<file path="config.mk">
export PLATFORM = sky130hd
export DESIGN_NAME = date_time_to_posix_flat
export DESIGN_NICKNAME = d
export VERILOG_FILES = /design/src/rtl/posix_time_pkg.sv /design/src/rtl/date_time_to_posix_if.sv /design/src/rtl/days_before_date.sv /design/src/rtl/date_time_to_posix.sv /design/src/flat_wrapper.sv
export SDC_FILE = /design/constraint.sdc
export NUM_CORES = 1
export LEC_CHECK = 0
export ABC_CLOCK_PERIOD_IN_PS = 18300
export BUFFER_PORTS_ARGS = -buffer_cell sky130_fd_sc_hd__buf_2
export CORE_ASPECT_RATIO = 0.9
export CORE_UTILIZATION = 55
export DETAILED_ROUTE_END_ITERATION = 7
export PLACE_DENSITY = 0.71
export SLEW_MARGIN = 10
export SYNTH_ARGS = -nofsm -noshare
export SYNTH_HDL_FRONTEND = slang
export SYNTH_SLANG_ARGS = --single-unit
</file>
<file path="constraint.sdc">
create_clock -name clk_i -period 18.3 [get_ports clk_i]
set_clock_uncertainty 0.1 [all_clocks]
set_input_delay 1.83 -clock clk_i [delete_from_list [all_inputs] [get_ports clk_i]]
set_output_delay 1.83 -clock clk_i [all_outputs]
set_load 0.02 [all_outputs]
</file>
<file path="src/rtl/posix_time_pkg.sv">
// Shared constants, FSM state type and calendar helpers for the POSIX time blocks.
package posix_time_pkg;

   localparam int unsigned SEC_PER_MIN  = 60;
   localparam int unsigned SEC_PER_HOUR = 3600;
   localparam int unsigned SEC_PER_DAY  = 86400;
   localparam int unsigned EPOCH_YEAR   = 1970;

   typedef enum logic [2:0] {
      StIdle,
      StYears,
      StMonths,
      StSum,
      StDone
   } state_e;

   // Entry 0 is January; the February leap day is added by month_days().
   localparam logic [11:0][4:0] MONTH_LEN = {
      5'd31, 5'd30, 5'd31, 5'd30, 5'd31, 5'd31,
      5'd30, 5'd31, 5'd30, 5'd31, 5'd28, 5'd31
   };

   function automatic logic is_leap(input logic [11:0] year);
      return (year[1:0] == 2'b00) &&
             ((year % 12'd100 != 12'd0) || (year % 12'd400 == 12'd0));
   endfunction

   function automatic logic [4:0] month_days(input logic [3:0] month, input logic leap);
      logic [4:0] len;
      logic [3:0] idx;
      len = 5'd0;
      idx = month - 4'd1;
      if (month >= 4'd1 && month <= 4'd12) begin
         len = MONTH_LEN[idx];
         if (month == 4'd2 && leap) len = 5'd29;
      end
      return len;
   endfunction

endpackage

</file>
<file path="src/rtl/date_time_to_posix_if.sv">
// Request/result bundle of the date-time to POSIX converter.
interface date_time_to_posix_if;

   logic        start_i;
   logic [11:0] year_i;
   logic [3:0]  month_i;
   logic [4:0]  day_i;
   logic [4:0]  hour_i;
   logic [5:0]  min_i;
   logic [5:0]  sec_i;
   logic        busy_o;
   logic [31:0] posix_time_o;
   logic        valid_o;
   logic        err_o;

   modport master (
      output start_i, year_i, month_i, day_i, hour_i, min_i, sec_i,
      input  busy_o, posix_time_o, valid_o, err_o
   );

   modport slave (
      input  start_i, year_i, month_i, day_i, hour_i, min_i, sec_i,
      output busy_o, posix_time_o, valid_o, err_o
   );

endinterface

</file>
<file path="src/rtl/days_before_date.sv">
// Day count since the epoch: one year per add_year step, one month per add_month step.
module days_before_date
   import posix_time_pkg::*;
#(
   parameter int unsigned MIN_YEAR = EPOCH_YEAR
) (
   input  logic        clk,
   input  logic        rst_n,
   input  logic        load,
   input  logic        add_year,
   input  logic        add_month,
   input  logic [11:0] year,
   input  logic [3:0]  month,
   input  logic [4:0]  day,
   output logic [15:0] days,
   output logic        last_year,
   output logic        last_month,
   output logic        months_pending
);

   logic [11:0] tgt_year_q, tgt_year_d, cur_year_q, cur_year_d;
   logic [3:0]  tgt_month_q, tgt_month_d, cur_month_q, cur_month_d;
   logic [15:0] days_q, days_d;

   always_comb begin
      tgt_year_d  = tgt_year_q;
      tgt_month_d = tgt_month_q;
      cur_year_d  = cur_year_q;
      cur_month_d = cur_month_q;
      days_d      = days_q;
      if (load) begin
         tgt_year_d  = year;
         tgt_month_d = month;
         cur_year_d  = 12'(MIN_YEAR);
         cur_month_d = 4'd1;
         days_d      = 16'(day) - 16'd1;
      end else if (add_year) begin
         days_d     = days_q + (is_leap(cur_year_q) ? 16'd366 : 16'd365);
         cur_year_d = cur_year_q + 12'd1;
      end else if (add_month) begin
         // February length depends on the target year, not the running year.
         days_d      = days_q + 16'(month_days(cur_month_q, is_leap(tgt_year_q)));
         cur_month_d = cur_month_q + 4'd1;
      end
   end

   always_ff @(posedge clk or negedge rst_n) begin
      if (!rst_n) begin
         tgt_year_q  <= '0;
         tgt_month_q <= '0;
         cur_year_q  <= '0;
         cur_month_q <= '0;
         days_q      <= '0;
      end else begin
         tgt_year_q  <= tgt_year_d;
         tgt_month_q <= tgt_month_d;
         cur_year_q  <= cur_year_d;
         cur_month_q <= cur_month_d;
         days_q      <= days_d;
      end
   end

   assign days           = days_q;
   assign last_year      = (cur_year_q + 12'd1) >= tgt_year_q;
   assign last_month     = (cur_month_q + 4'd1) >= tgt_month_q;
   assign months_pending = cur_month_q < tgt_month_q;

endmodule

</file>
<file path="src/rtl/date_time_to_posix.sv">
// Local calendar date/time to UTC POSIX seconds, sequential day accumulation.
// Optional input validation: define DATE_TIME_TO_POSIX_RANGE_CHECK_EN.
module date_time_to_posix
   import posix_time_pkg::*;
#(
   parameter int          GMT      = 3,
   parameter int unsigned MIN_YEAR = EPOCH_YEAR,
   parameter int unsigned MAX_YEAR = 2105
) (
   input logic                 clk_i,
   input logic                 rst_n_i,
   date_time_to_posix_if.slave bus
);

   localparam logic [11:0] MinYear   = 12'(MIN_YEAR);
   localparam logic [31:0] GmtOffset = 32'(GMT * int'(SEC_PER_HOUR));

   state_e      state_q, state_d;
   logic [4:0]  hour_q, hour_d;
   logic [5:0]  min_q, min_d, sec_q, sec_d;
   logic [31:0] sum_q, sum_d, posix_q, posix_d;
   logic        valid_q, valid_d;
   logic        load, add_year, add_month;
   logic        last_year, last_month, months_pending;
   logic [15:0] days;
   logic        fields_ok;

`ifdef DATE_TIME_TO_POSIX_RANGE_CHECK_EN
   localparam logic [11:0] MaxYear = 12'(MAX_YEAR);
   logic err_q, err_d;

   always_comb begin
      fields_ok = (bus.year_i >= MinYear) && (bus.year_i <= MaxYear) &&
                  (bus.month_i >= 4'd1) && (bus.month_i <= 4'd12) &&
                  (bus.day_i >= 5'd1) &&
                  (bus.day_i <= month_days(bus.month_i, is_leap(bus.year_i))) &&
                  (bus.hour_i <= 5'd23) && (bus.min_i <= 6'd59) && (bus.sec_i <= 6'd59);
      err_d = bus.start_i && (state_q == StIdle) && !fields_ok;
   end

   always_ff @(posedge clk_i or negedge rst_n_i) begin
      if (!rst_n_i) err_q <= 1'b0;
      else          err_q <= err_d;
   end

   assign bus.err_o = err_q;
`else
   logic unused_cfg;
   assign unused_cfg = ^(12'(MAX_YEAR));
   assign fields_ok  = 1'b1;
   assign bus.err_o  = 1'b0;
`endif

   days_before_date #(
      .MIN_YEAR(MIN_YEAR)
   ) u_days (
      .clk           (clk_i),
      .rst_n         (rst_n_i),
      .load          (load),
      .add_year      (add_year),
      .add_month     (add_month),
      .year          (bus.year_i),
      .month         (bus.month_i),
      .day           (bus.day_i),
      .days          (days),
      .last_year     (last_year),
      .last_month    (last_month),
      .months_pending(months_pending)
   );

   always_comb begin
      state_d   = state_q;
      hour_d    = hour_q;
      min_d     = min_q;
      sec_d     = sec_q;
      sum_d     = sum_q;
      posix_d   = posix_q;
      valid_d   = 1'b0;
      load      = 1'b0;
      add_year  = 1'b0;
      add_month = 1'b0;
      case (state_q)
         StIdle: begin
            if (bus.start_i && fields_ok) begin
               load   = 1'b1;
               hour_d = bus.hour_i;
               min_d  = bus.min_i;
               sec_d  = bus.sec_i;
               // Empty YEARS/MONTHS phases are skipped so they cost no cycles.
               if (bus.year_i > MinYear)     state_d = StYears;
               else if (bus.month_i > 4'd1)  state_d = StMonths;
               else                          state_d = StSum;
            end
         end
         StYears: begin
            add_year = 1'b1;
            if (last_year) state_d = months_pending ? StMonths : StSum;
         end
         StMonths: begin
            add_month = 1'b1;
            if (last_month) state_d = StSum;
         end
         StSum: begin
            sum_d = 32'(days) * SEC_PER_DAY + 32'(hour_q) * SEC_PER_HOUR +
                    32'(min_q) * SEC_PER_MIN + 32'(sec_q) - GmtOffset;
            state_d = StDone;
         end
         StDone: begin
            posix_d = sum_q;
            valid_d = 1'b1;
            state_d = StIdle;
         end
         default: state_d = StIdle;
      endcase
   end

   always_ff @(posedge clk_i or negedge rst_n_i) begin
      if (!rst_n_i) begin
         state_q <= StIdle;
         hour_q  <= '0;
         min_q   <= '0;
         sec_q   <= '0;
         sum_q   <= '0;
         posix_q <= '0;
         valid_q <= 1'b0;
      end else begin
         state_q <= state_d;
         hour_q  <= hour_d;
         min_q   <= min_d;
         sec_q   <= sec_d;
         sum_q   <= sum_d;
         posix_q <= posix_d;
         valid_q <= valid_d;
      end
   end

   assign bus.busy_o       = (state_q != StIdle);
   assign bus.posix_time_o = posix_q;
   assign bus.valid_o      = valid_q;

endmodule

</file>
<file path="src/flat_wrapper.sv">
// flat-port wrapper written by rule: the top's interface ports become plain ports
module date_time_to_posix_flat import posix_time_pkg::*;
#(
   parameter int          GMT      = 3,
   parameter int unsigned MIN_YEAR = EPOCH_YEAR,
   parameter int unsigned MAX_YEAR = 2105
)
  (clk_i, rst_n_i, bus_start_i, bus_year_i, bus_month_i, bus_day_i, bus_hour_i, bus_min_i, bus_sec_i, bus_busy_o, bus_posix_time_o, bus_valid_o, bus_err_o);
  date_time_to_posix_if bus_i ();
  input logic clk_i;
  input logic rst_n_i;
  input wire logic [$bits(bus_i.start_i)-1:0] bus_start_i;
  input wire logic [$bits(bus_i.year_i)-1:0] bus_year_i;
  input wire logic [$bits(bus_i.month_i)-1:0] bus_month_i;
  input wire logic [$bits(bus_i.day_i)-1:0] bus_day_i;
  input wire logic [$bits(bus_i.hour_i)-1:0] bus_hour_i;
  input wire logic [$bits(bus_i.min_i)-1:0] bus_min_i;
  input wire logic [$bits(bus_i.sec_i)-1:0] bus_sec_i;
  output wire logic [$bits(bus_i.busy_o)-1:0] bus_busy_o;
  output wire logic [$bits(bus_i.posix_time_o)-1:0] bus_posix_time_o;
  output wire logic [$bits(bus_i.valid_o)-1:0] bus_valid_o;
  output wire logic [$bits(bus_i.err_o)-1:0] bus_err_o;
  assign bus_i.start_i = bus_start_i;
  assign bus_i.year_i = bus_year_i;
  assign bus_i.month_i = bus_month_i;
  assign bus_i.day_i = bus_day_i;
  assign bus_i.hour_i = bus_hour_i;
  assign bus_i.min_i = bus_min_i;
  assign bus_i.sec_i = bus_sec_i;
  assign bus_busy_o = bus_i.busy_o;
  assign bus_posix_time_o = bus_i.posix_time_o;
  assign bus_valid_o = bus_i.valid_o;
  assign bus_err_o = bus_i.err_o;
  date_time_to_posix #(.GMT(GMT), .MIN_YEAR(MIN_YEAR), .MAX_YEAR(MAX_YEAR)) u_core (.clk_i(clk_i), .rst_n_i(rst_n_i), .bus(bus_i));
endmodule
</file>
==> results.tsv <==
metric	value	unit
fmax	137	MHz
RD Place Congestion	0.904	
DP Worst Slack	10.99	ns
number of buffers inserted by hold repair at cts	0	
part of the Yosys area used for sequential elements	23.9	%
initial cell density of the core	56.7	%
fraction of layout cells with a size suffix above 1	11.3	%
capturing element type of the critical path	flip-flop	
CTS clk-pin slew, worst paths	0.06	ns
residual overflow from global routing	0	
antenna violations before repair	0	
Max Slew Vio Count	0	
area of the core region	24500	µm²
core occupancy in the finished layout	61.4	%
worst min path class	reg -> reg	
largest net degree at the start of global routing	77	
number of nets still failing antenna checks after routing	0	
post-CTS setup buffers	0	
total detailed-routing wirelength	30200	µm
antenna cell count	0	
first-pass GRT wire length	50700	µm
number of gates resized after CTS	0	
clock period minus final worst setup slack	7.33	ns
most frequent cells in the layout	sky130_fd_sc_hd__inv_1, sky130_fd_sc_hd__ha_1, sky130_fd_sc_hd__nand2_1	
required time of the worst setup path	18.49	ns
vias	11221	
area enclosed by the die boundary	25900	µm²
worst endpoint data arrival time	7.51	ns
mean instance size in the synthesized netlist	8.63	µm²
main flop type after synthesis	sky130_fd_sc_hd__dfrtp_1	
clk_lat worst skew	0.44	ns
Synth Cell Area	13900	µm²
gate count of the mapped netlist	1612	
number of global-route vias before repair	10552	
fraction of registers with async set or reset after synthesis	100	%
worst-path cell with the longest stage delay	sky130_fd_sc_hd__or4_1	
Final period util	40.0	%
worst hold margin	0.374	ns
status	completed	
Die H	153	µm
total global-route track usage	23.8	%
DR iter-0 viols	713	
Largest stage delay, worst path	0.54	ns
DP Wirelength	22800	µm
Worst slew margin	33.2	%
number of enable-type register cells in the synthesized netlist	0	
largest driver fanout on the critical path	7	
hold violation count in the final report	0	
number of placement rows	54	
Critical Path Source Type	flip-flop	
Worst Tran Pin Value	1.00	ns
FF+latch count, synth	133	
routed via count divided by cell count	5.62	
die width	170	µm
count of input and output buffers	74	
Yosys warning total	0	
setup_tns	0	ns
fin nets	1952	
number of failing setup endpoints in the final timing report	0	
Wirelength per Cell	15.1	µm
slack of the critical path	10.97	ns
Max Cap Violations	0	
number of clock buffers inserted by TritonCTS	17	
clock tree sinks	133	
setup repair after global routing missed its margin	false	
synthesis-to-layout area growth	8.29	%
count of pins on the block boundary	76	
worst setup path category	reg -> reg	
TritonCTS clock tree	done	
number of nets in the synthesized netlist	1916	
number of distinct library cells after synthesis	100	
TritonRoute pass-1 iters	5	
CTS Buffer Depth	2	
Clock H-tree levels	4	
clock root buffer master	sky130_fd_sc_hd__clkbuf_16	
number of design rule violations left after detail routing	0	
[cells by family after synthesis]
group | Yosys count | synth area share, %
AO/OA/AOI/OAI | 386 | 18.4
XOR/XNOR | 85 | 5.35
adder cells (fa/ha/maj) | 264 | 26.5
buffers and inverters | 277 | 7.90
flip-flops | 133 | 23.9
multiplexers | 42 | 3.39
other | 1 | 0.0270
AND/OR/NAND/NOR | 424 | 14.5
[routing by layer]
metal	vias to the layer above	GRT usage [%]	share of wire (%)
met1	5373	34.3	49
met5	-	0	0
met3	26	4.09	3.8
met4	0	5.06	1.3
met2	193	37.3	46
li1	5629	-	-
[cells in the mapped netlist, types with 10 or more instances]
| library cell | n | area, µm² |
|---|---|---|
| sky130_fd_sc_hd__nor3_1 | 21 | 105 |
| sky130_fd_sc_hd__nor2b_1 | 14 | 87.6 |
| sky130_fd_sc_hd__a211oi_1 | 11 | 82.6 |
| sky130_fd_sc_hd__a21oi_1 | 70 | 350 |
| sky130_fd_sc_hd__inv_1 | 212 | 796 |
| sky130_fd_sc_hd__o31ai_1 | 11 | 82.6 |
| sky130_fd_sc_hd__fa_1 | 51 | 1020 |
| sky130_fd_sc_hd__a21o_1 | 20 | 150 |
| sky130_fd_sc_hd__xor2_1 | 32 | 280 |
| sky130_fd_sc_hd__a31oi_1 | 20 | 125 |
| sky130_fd_sc_hd__nand3_1 | 37 | 185 |
| sky130_fd_sc_hd__nand2b_1 | 18 | 113 |
| sky130_fd_sc_hd__or3_1 | 10 | 62.6 |
| sky130_fd_sc_hd__nor2_1 | 74 | 278 |
| sky130_fd_sc_hd__nand2_1 | 181 | 679 |
| sky130_fd_sc_hd__xnor2_1 | 53 | 464 |
| sky130_fd_sc_hd__clkbuf_1 | 32 | 120 |
| sky130_fd_sc_hd__o21bai_1 | 13 | 97.6 |
| sky130_fd_sc_hd__o21a_1 | 15 | 113 |
| sky130_fd_sc_hd__mux2_2 | 34 | 383 |
| sky130_fd_sc_hd__buf_2 | 14 | 70.1 |
| sky130_fd_sc_hd__ha_1 | 212 | 2650 |
| sky130_fd_sc_hd__o21ai_0 | 125 | 626 |
| sky130_fd_sc_hd__dfrtp_1 | 133 | 3330 |
[critical path, delay by kind of cell, from the launching register on]
| kind | cells | cell delay [ns] |
|---|---|---|
| xor+xnor | 4 | 0.63 |
| compound gates | 8 | 1.55 |
| simple gates | 4 | 1.15 |
| buf+inv | 5 | 0.31 |
| fa+ha+maj | 8 | 2.94 |
| flops | 1 | 0.49 |
[final cells by class]
class / instances / area [µm²]
multi-input cells: 1202 / 9510
fillers: 2123 / 9460
flip-flops and latches: 133 / 3330
inverters: 215 / 807
clock buffers: 18 / 439
well taps: 336 / 420
repair buffers: 79 / 414
clock inverters: 13 / 149
[worst paths after layout]
kind | start | to | slack, ns | cells after the start
hold reg to reg | u_core.sum_q[23]$_DFFE_PN0P_ | u_core.sum_q[23]$_DFFE_PN0P_ | 0.37 | 2
hold / removal | u_core.sum_q[23]$_DFFE_PN0P_ | u_core.sum_q[23]$_DFFE_PN0P_ | 0.37 | 2
min in group asynchronous | rst_n_i | u_core.bus.valid_o$_DFF_PN0_ | 1.25 | 1
setup / recovery | u_core.u_days.days[1]$_DFFE_PN0P_ | u_core.sum_q[31]$_DFFE_PN0P_ | 10.97 | 29
max in group asynchronous | rst_n_i | u_core.u_days.days[14]$_DFFE_PN0P_ | 15.42 | 2
setup reg to reg | u_core.u_days.days[1]$_DFFE_PN0P_ | u_core.sum_q[31]$_DFFE_PN0P_ | 10.97 | 29
[stage by stage]
stage	cells	cell area, µm²
floorplan	1612	13900
finish	1996	15100
global placement	1965	14500
CTS	1996	15100
global route	1996	15100
detailed placement	1965	14500
[flip-flops by register name (all words and copies together) (netlist names)]
register / count
u_core.bus.posix_time_o: 32
u_core.sum_q: 32
u_core.u_days.days: 16
u_core.u_days.cur_year_q: 12
u_core.u_days.tgt_year_q: 12
u_core.min_q: 6
u_core.sec_q: 6
u_core.hour_q: 5
u_core.u_days.cur_month_q: 4
u_core.u_days.tgt_month_q: 4
u_core.state_q: 3
u_core.bus.valid_o: 1
Power is left out: the tool's default activity adds up to more than one toggle a clock period on the data nets, which glitch-free logic cannot reach.
